`src/rtl/tick_scheduler.sv`:
```
// Shares one base tick among NUM_CH software timers (periodic or one-shot) and serialises their
// expiries into a lowest-channel-first event stream with per-channel overrun flags.
module tick_scheduler #(
    parameter int unsigned NUM_CH   = 4,
    parameter int unsigned PERIOD_W = 16,
    localparam int unsigned CH_W    = $clog2(NUM_CH)
) (
    input  logic                clk,
    input  logic                reset,
    input  logic                base_tick,
    input  logic                cfg_valid,
    output logic                cfg_ready,
    input  logic [CH_W-1:0]     cfg_ch,
    input  logic [PERIOD_W-1:0] cfg_period,
    input  logic                cfg_oneshot,
    output logic [NUM_CH-1:0]   ch_tick,
    output logic [NUM_CH-1:0]   ch_busy,
    output logic                evt_valid,
    output logic [CH_W-1:0]     evt_ch,
    input  logic                evt_ready,
    output logic [NUM_CH-1:0]   overrun
);

    typedef enum logic {StIdle, StRun} state_e;

    state_e              state_q   [NUM_CH];
    state_e              state_d   [NUM_CH];
    logic [PERIOD_W-1:0] cnt_q     [NUM_CH];
    logic [PERIOD_W-1:0] cnt_d     [NUM_CH];
    logic [PERIOD_W-1:0] period_q  [NUM_CH];
    logic [PERIOD_W-1:0] period_d  [NUM_CH];

    logic [NUM_CH-1:0] oneshot_q, oneshot_d;
    logic [NUM_CH-1:0] pending_q, pending_d;
    logic [NUM_CH-1:0] overrun_q, overrun_d;
    logic [NUM_CH-1:0] tick_q;
    logic [NUM_CH-1:0] expire;
    logic [NUM_CH-1:0] cfg_hit;
    logic [NUM_CH-1:0] cfg_clr;
    logic [NUM_CH-1:0] consume;
    logic              cfg_accept;

    // Config is refused on base_tick cycles so a write never races a counter update.
    assign cfg_ready  = ~base_tick;
    assign cfg_accept = cfg_valid & cfg_ready;

    always_comb begin
        cfg_hit = '0;
        for (int i = 0; i < NUM_CH; i++) begin
            cfg_hit[i] = cfg_accept && (cfg_ch == CH_W'(i));
        end
    end

    // Per-channel IDLE/RUN next state; cnt holds base ticks remaining minus one.
    always_comb begin
        expire    = '0;
        cfg_clr   = '0;
        oneshot_d = oneshot_q;
        for (int i = 0; i < NUM_CH; i++) begin
            state_d[i]  = state_q[i];
            cnt_d[i]    = cnt_q[i];
            period_d[i] = period_q[i];
            if (cfg_hit[i]) begin
                if (cfg_period != '0) begin
                    state_d[i]   = StRun;
                    cnt_d[i]     = cfg_period - PERIOD_W'(1);
                    period_d[i]  = cfg_period;
                    oneshot_d[i] = cfg_oneshot;
                    cfg_clr[i]   = 1'b1;
                end else if (state_q[i] == StRun) begin
                    state_d[i] = StIdle;
                    cnt_d[i]   = '0;
                    cfg_clr[i] = 1'b1;
                end
            end else if (state_q[i] == StRun && base_tick) begin
                if (cnt_q[i] != '0) begin
                    cnt_d[i] = cnt_q[i] - PERIOD_W'(1);
                end else begin
                    expire[i] = 1'b1;
                    if (oneshot_q[i]) begin
                        state_d[i] = StIdle;
                    end else begin
                        cnt_d[i] = period_q[i] - PERIOD_W'(1);
                    end
                end
            end
        end
    end

    // Lowest pending channel is presented; an expiry racing its own consume keeps one event.
    always_comb begin
        evt_ch  = '0;
        consume = '0;
        for (int i = NUM_CH - 1; i >= 0; i--) begin
            if (pending_q[i]) begin
                evt_ch = CH_W'(i);
            end
        end
        if (evt_valid && evt_ready) begin
            consume[evt_ch] = 1'b1;
        end
        pending_d = (pending_q & ~consume & ~cfg_clr) | expire;
        overrun_d = (overrun_q & ~cfg_clr) | (expire & pending_q & ~consume);
    end

    always_ff @(posedge clk or posedge reset) begin
        if (reset) begin
            for (int i = 0; i < NUM_CH; i++) begin
                state_q[i]  <= StIdle;
                cnt_q[i]    <= '0;
                period_q[i] <= '0;
            end
            oneshot_q <= '0;
            pending_q <= '0;
            overrun_q <= '0;
            tick_q    <= '0;
        end else begin
            for (int i = 0; i < NUM_CH; i++) begin
                state_q[i]  <= state_d[i];
                cnt_q[i]    <= cnt_d[i];
                period_q[i] <= period_d[i];
            end
            oneshot_q <= oneshot_d;
            pending_q <= pending_d;
            overrun_q <= overrun_d;
            tick_q    <= expire;
        end
    end

    always_comb begin
        ch_busy = '0;
        for (int i = 0; i < NUM_CH; i++) begin
            ch_busy[i] = (state_q[i] == StRun);
        end
    end

    assign ch_tick   = tick_q;
    assign overrun   = overrun_q;
    assign evt_valid = |pending_q;

endmodule

```
`config.mk`:
```
export PLATFORM = sky130hd
export DESIGN_NAME = tick_scheduler
export DESIGN_NICKNAME = d
export VERILOG_FILES = /design/src/rtl/tick_scheduler.sv
export SDC_FILE = /design/constraint.sdc
export NUM_CORES = 1
export LEC_CHECK = 0
export CELL_PAD_IN_SITES_DETAIL_PLACEMENT = 0
export CELL_PAD_IN_SITES_GLOBAL_PLACEMENT = 1
export CORE_ASPECT_RATIO = 0.7
export CORE_MARGIN = 2
export CORE_UTILIZATION = 25
export DETAILED_ROUTE_END_ITERATION = 8
export DONT_BUFFER_PORTS = 1
export PLACE_DENSITY = 0.55
export SYNTH_ARGS = -nofsm -noshare
export SYNTH_HDL_FRONTEND = slang
export SYNTH_SLANG_ARGS = --single-unit
export TNS_END_PERCENT = 10
```
`constraint.sdc`:
```
create_clock -name clk -period 10.4 [get_ports clk]
set_input_delay 2.08 -clock clk [delete_from_list [all_inputs] [get_ports clk]]
set_output_delay 2.08 -clock clk [all_outputs]
set_load 0.01 [all_outputs]
```
==> results.tsv, run 1 <==
metric	value	unit
Post-Syn Area	9154	µm²
min-delay src	period_q[15]	
fin crit share	0.4427	
Max-Slew Margin vs Limit	0.1878	
WL final	34910	µm
# IOs	40	
highest net fanout along the worst path	13	
grt ovf	0	
R2R setup slack	6.39	ns
Sink Count	148	
die area	38190	µm²
RSZ-0062 raised after global routing	no	
area grow syn2layout	12.85	%
synth top area cells	dfrtp_1 (40%), mux2_2 (7.1%), a21oi_1 (4.6%), nand2_1 (4.6%), o21ai_0 (4.2%)	
Yosys Warn Count	0	
Die Ht	164.1	µm
worst clock skew	0.01591	ns
layout cells sized above 1	0.1299	
initial core utilization	0.2543	
Final Hold Fails	0	
crit path launch type	primary input	
cts bufs inserted	17	
H-tree depth	4	
clock power share	0.308	
GRT Util Overall	0.1882	
Max VDD drop	0.0001197	V
clk_lat worst skew	0.46	ns
Net Sw Frac	0.3686	
Final Setup Violations	0	
core area	35990	µm²
drt initial violations	775	
Int Pwr	1.394	mW
vias per inst	5.513	
register bit total from synthesis	148	
Post-synth top cells	dfrtp_1 (148), nand2_1 (112), nor2_1 (97), a21oi_1 (84), o21ai_0 (77)	
fin crit period	4.604	ns
status	finished clean	
Post-Synthesis Cells	1042	
Critical Path RT	10.75	ns
asr flop ratio synth	1.000	
hold path endpoint	period_q[15]	
Crit. End Element	flop	
worst setup margin	5.796	ns
Finished Layout Cells	1521	
Post-synth EDFFs	0	
r2r startpoint	cnt_q[1]	
register area share after synthesis	0.4046	
Row Count	58	
top-area cell type share of the netlist area	0.4046	
CTS tree	built	
final setup TNS	0	ns
clk root buf	clkbuf_16	
PortBufs	0	
Least-Margin Pin Slew	1.184	ns
worst reg2reg path depth	10	
Post-Place Cells	1488	
Comb power frac	0.255	
DRC viols	0	
Final Max Tran Viols	0	
clock slew at reported path FFs	0.07	ns
FMAX	217.2	MHz
Post-CTS Setup Repair Bufs	0	
Arr. time, crit path	4.95	ns
first-pass GRT wire length	52880	µm
vias in the first global route	7918	
ANT nets after route	0	
Max clock buf depth	2	
synthesized area per cell	8.785	µm²
Net Sw Power	813.9	µW
GP Congestion	0.8552	
via count	8385	
DIE WIDTH	232.7	µm
syn_nets	1071	
r2r endpoint	cnt_q[12]	
Most used DFF post-synth	dfrtp_1	
initial antenna violation count	4	
power density over cell area	213.8	nW/µm²
largest net degree at the start of global routing	83	
Cell variety after synth	80	
post-place setup slack	5.404	ns
DR pass1 iterations	5	
type of the worst setup path	primary input to flop	
Hold/Removal Path Class	flop to flop	
sequential share of power	0.437	
max cap viols	0	
nets	1056	
CTS resizes	0	
hold depth	2	
DR WL/cell	22.95	µm
detailed placement HPWL	24960	µm
Pleak	3.807	nW
Yosys top cell by area	dfrtp_1	
CTS Hold Buffers Added	0	
most frequent cell after synthesis	dfrtp_1	
WHS	0.5221	ns
## stage by stage
stage	cell area, µm²	utilization	power, mW
finish	10330	0.2870	2.208
global route	10320	0.2868	2.355
CTS	10320	0.2868	2.219
detailed placement	9703	0.2696	1.525
global placement	9703	0.2696	1.529
floorplan	9154	-	1.334
## layout by cell type (no fill, tap or decap), types with 19 or more instances in the layout
master / count
nor3_1: 46
a21oi_1: 83
nand3_1: 31
nand2_1: 112
mux2_2: 58
xnor2_1: 20
dfrtp_1: 148
o21ai_0: 77
a31oi_1: 19
nor2_1: 97
## power groups by stage
stage                     registers [mW]  clock network, mW  logic [mW]
after floorplan                    0.882                  0       0.452
after global placement             0.971                  0       0.558
after detailed placement           0.967                  0       0.558
after CTS                          0.958              0.700       0.560
after global routing               0.992              0.726       0.637
final                              0.965              0.680       0.562
## worst max-delay path by stage
stage | endpoint | cells after the start | start | slack, ns
final | cnt_q[5] | 9 | cfg_period[0] | 5.80
after global routing | cnt_q[39] | 9 | cfg_period[0] | 5.59
after CTS | cnt_q[5] | 9 | cfg_period[0] | 5.87
after detailed placement | cnt_q[5] | 9 | cfg_period[0] | 5.40
after global placement | cnt_q[5] | 9 | cfg_period[0] | 5.53
after floorplan | ch_busy[0] | 1 | reset | 4.34
## kinds of logic (layout without fill, tap and decap cells)
| family | Yosys count | count (layout) | synth area share |
|---|---|---|---|
| xor+xnor | 30 | 30 | 0.02870 |
| simple gates | 399 | 399 | 0.2182 |
| compound gates | 327 | 327 | 0.2329 |
| buf+inv | 68 | 65 | 0.02980 |
| other cells | 0 | 2 | 0 |
| fa+ha+maj | 5 | 5 | 0.006834 |
| flops | 148 | 148 | 0.4046 |
| mux | 65 | 65 | 0.07901 |
## per-layer routing
layer	part of all wire	GRT usage	up-vias	wire length, µm
li1	-	-	3904	-
met2	0.41	0.2634	257	14330
met5	0	0	-	0
met3	0.079	0.06302	35	2748
met4	0.018	0.04459	0	616
met1	0.49	0.2751	4189	17220
## flip-flops by register name, summed over array words and instances (netlist names)
name,count
cnt_q,64
ch_busy,4
ch_tick,4
overrun,4
pending_q,4
period_q,64
oneshot_q,4
## critical path, cell delays in order
cell and delay, ns:
inv_1 0.08, ha_1 0.20, nor3b_1 0.42, nand2_1 0.31, nor2_1 0.88, nor2_1 0.43
nor2_1 0.25, a31oi_1 0.07, o22a_1 0.23
## area by class of cell
type	count	area, µm²
antenna	2	5.005
inverter	18	72.57
fill	3902	25660
timing repair buffer	16	120.1
multi-input combinational	826	5206
sequential	148	3704
clock buffer	20	446.7
tap	480	600.6
clock inverter	11	175.2
Power figures use the tool's default switching activity.
==> run 2: changes to the inputs <==
- PLACE_DENSITY: 0.55 -> 0.57
- clock period: 10.4 -> 4.1 ns (I/O delays scaled with it)
==> run 2 against run 1 <==
Net effect: highest routed layer unchanged; critical endpoint is now cnt_q[30]; critical path depth grew 2; clock skew shrank 0.0090 ns; final area grew 1.1%; critical path type is now flop to flop; register-to-register slack lost 5.6 ns; cell count grew 1.2%; clock-buffer cell count shrank 2; via count grew 2.1%; power grew 150%; non-clock buffer count grew 21; largest cell class unchanged.
==> results.tsv, run 2 (synthesized netlist as in run 1, its figures left out) <==
metric	value	unit	change
core area	35990	µm²	unchanged
Max VDD drop	0.0002954	V	was 0.0001197 V
initial core utilization	0.2543		unchanged
clk_lat worst skew	0.45	ns	was 0.46 ns
Final Max Tran Viols	0		unchanged
DR pass1 iterations	6		was 5
fin crit share	0.8073		
CP Capture Point	cnt_q[30]		was cnt_q[5]
max cap viols	0		unchanged
ANT nets after route	0		unchanged
crit path from	cnt_q[25]		was cfg_period[0]
CTS tree	built		unchanged
worst clock skew	0.006910	ns	was 0.01591 ns
drt initial violations	827		was 775
DR WL/cell	22.96	µm	was 22.95 µm
highest net fanout along the worst path	7		was 13
number of antenna diodes	0		was 2
R2R setup slack	0.79	ns	was 6.39 ns
fin crit period	3.310	ns	
Max-Slew Margin vs Limit	0.3534		was 0.1878
Least-Margin Pin Slew	0.9454	ns	was 1.184 ns
# IOs	40		unchanged
Hold/Removal Path Class	primary input to async pin		was flop to flop
RSZ-0062 raised after global routing	no		unchanged
largest net degree at the start of global routing	149		was 83
status	finished clean		unchanged
final setup TNS	0	ns	unchanged
nets	1077		was 1,056
cts bufs inserted	17		unchanged
Max clock buf depth	2		unchanged
most frequent cells in the layout	dfrtp_1 (148), nand2_1 (112), nor2_1 (97)		unchanged
initial antenna violation count	3		was 4
Post-CTS Setup Repair Bufs	0		unchanged
via count	8561		was 8,385
DRC viols	0		unchanged
vias in the first global route	7973		was 7,918
die area	38190	µm²	unchanged
WL final	35360	µm	was 34,910 µm
layout cells sized above 1	0.1491		was 0.1299
final core utilization	0.2901		was 0.2870
detailed placement HPWL	25190	µm	was 24,960 µm
GP Congestion	0.8622		was 0.8552
Sink Count	148		unchanged
Critical Path RT	4.45	ns	was 10.75 ns
CTS resizes	0		unchanged
worst reg2reg path depth	11		was 10
Regs by FF count	cnt_q x64, period_q x64		unchanged
clk root buf	clkbuf_16		unchanged
PortBufs	0		unchanged
Crit. End Element	flop		unchanged
vias per inst	5.559		was 5.513
power density over cell area	524.0	nW/µm²	was 213.8 nW/µm²
r2r startpoint	cnt_q[25]		was cnt_q[1]
FMAX	302.1	MHz	
commonest non-fill, non-tap cell in the layout	dfrtp_1		unchanged
Final Setup Violations	0		unchanged
Row Count	58		unchanged
Die Ht	164.1	µm	unchanged
r2r endpoint	cnt_q[30]		was cnt_q[12]
GRT Util Overall	0.1899		was 0.1882
Arr. time, crit path	3.66	ns	was 4.95 ns
Pleak	3.880	nW	was 3.807 nW
crit path launch type	flop		was primary input
DIE WIDTH	232.7	µm	unchanged
Final Hold Fails	0		unchanged
area grow syn2layout	14.07	%	was 12.85%
first-pass GRT wire length	53830	µm	was 52,880 µm
H-tree depth	4		unchanged
grt ovf	0		unchanged
clock slew at reported path FFs	0.06	ns	was 0.07 ns
type of the worst setup path	flop to flop		was primary input to flop
CTS Hold Buffers Added	0		unchanged
## run 2: cell types whose count changed in the layout (fill, tap and decap cells not counted), moves of 2 or more
cell	before	now
inv_6	3	1
diode_2	2	0
buf_4	16	36
bufinv_16	4	2
clkinvlp_4	2	5
clkinv_2	1	4
## run 2: worst min-delay path by stage
stage / cells after the start / to / slack (ns) / from
finish: 2 / cnt_q[62] / 0.45 / reset
global route: 2 / period_q[54] / 0.48 / cfg_period[6]
CTS: 2 / period_q[54] / 0.46 / cfg_period[6]
detailed placement: 2 / cnt_q[8] / 0.51 / cnt_q[8]
global placement: 2 / period_q[31] / 0.50 / period_q[31]
floorplan: 2 / cnt_q[8] / 0.45 / cnt_q[8]
## run 2: through the flow
stage | hold WS (ns) | total power [mW] | setup slack [ns] | cells | area [µm²]
2_1_floorplan | 0.4524 | 3.384 | 0.8787 | 1042 | 9158
3_3_place_gp | 0.4993 | 3.879 | 0.7848 | 1509 | 9876
3_5_place_dp | 0.5054 | 3.874 | 0.7086 | 1509 | 9876
4_1_cts | 0.4632 | 5.478 | 0.8508 | 1540 | 10440
5_1_grt | 0.4766 | 5.833 | 0.5638 | 1540 | 10440
6_report | 0.4493 | 5.472 | 0.7901 | 1540 | 10440
## run 2: final cells by class
cell class / count / area [µm²]
multi-input combinational: 826 / 5210
fill: 3859 / 25550
clock buffer: 18 / 429.2
inverter: 18 / 71.32
tap: 480 / 600.6
clock inverter: 13 / 136.4
sequential: 148 / 3704
timing repair buffer: 37 / 290.3
## run 2: metal layers
layer	wire length, µm	track usage	part of all wire	up-vias
li1	-	-	-	3933
met1	18330	0.2985	0.52	4305
met2	14270	0.2578	0.40	298
met3	2426	0.04340	0.069	25
met4	325	0.03937	0.0092	0
met5	0	0	0	-
## run 2: critical path: stages, from the launching register on
cell and delay (ns):
dfrtp_1 0.45, nor4_1 0.65, nand3_1 0.27, nor2_1 0.34
a21oi_1 0.15, ha_1 0.25, nor4b_1 0.19, o211a_1 0.16
nand3b_1 0.18, nor2_1 0.10, a31o_2 0.25, a211oi_1 0.23
## run 2: power by group
group	internal, mW	total (mW)	leakage, nW	switching (mW)
Combinational	0.653	1.45	1.81	0.799
Sequential	1.87	2.44	1.80	0.573
Clock	0.890	1.58	0.268	0.691
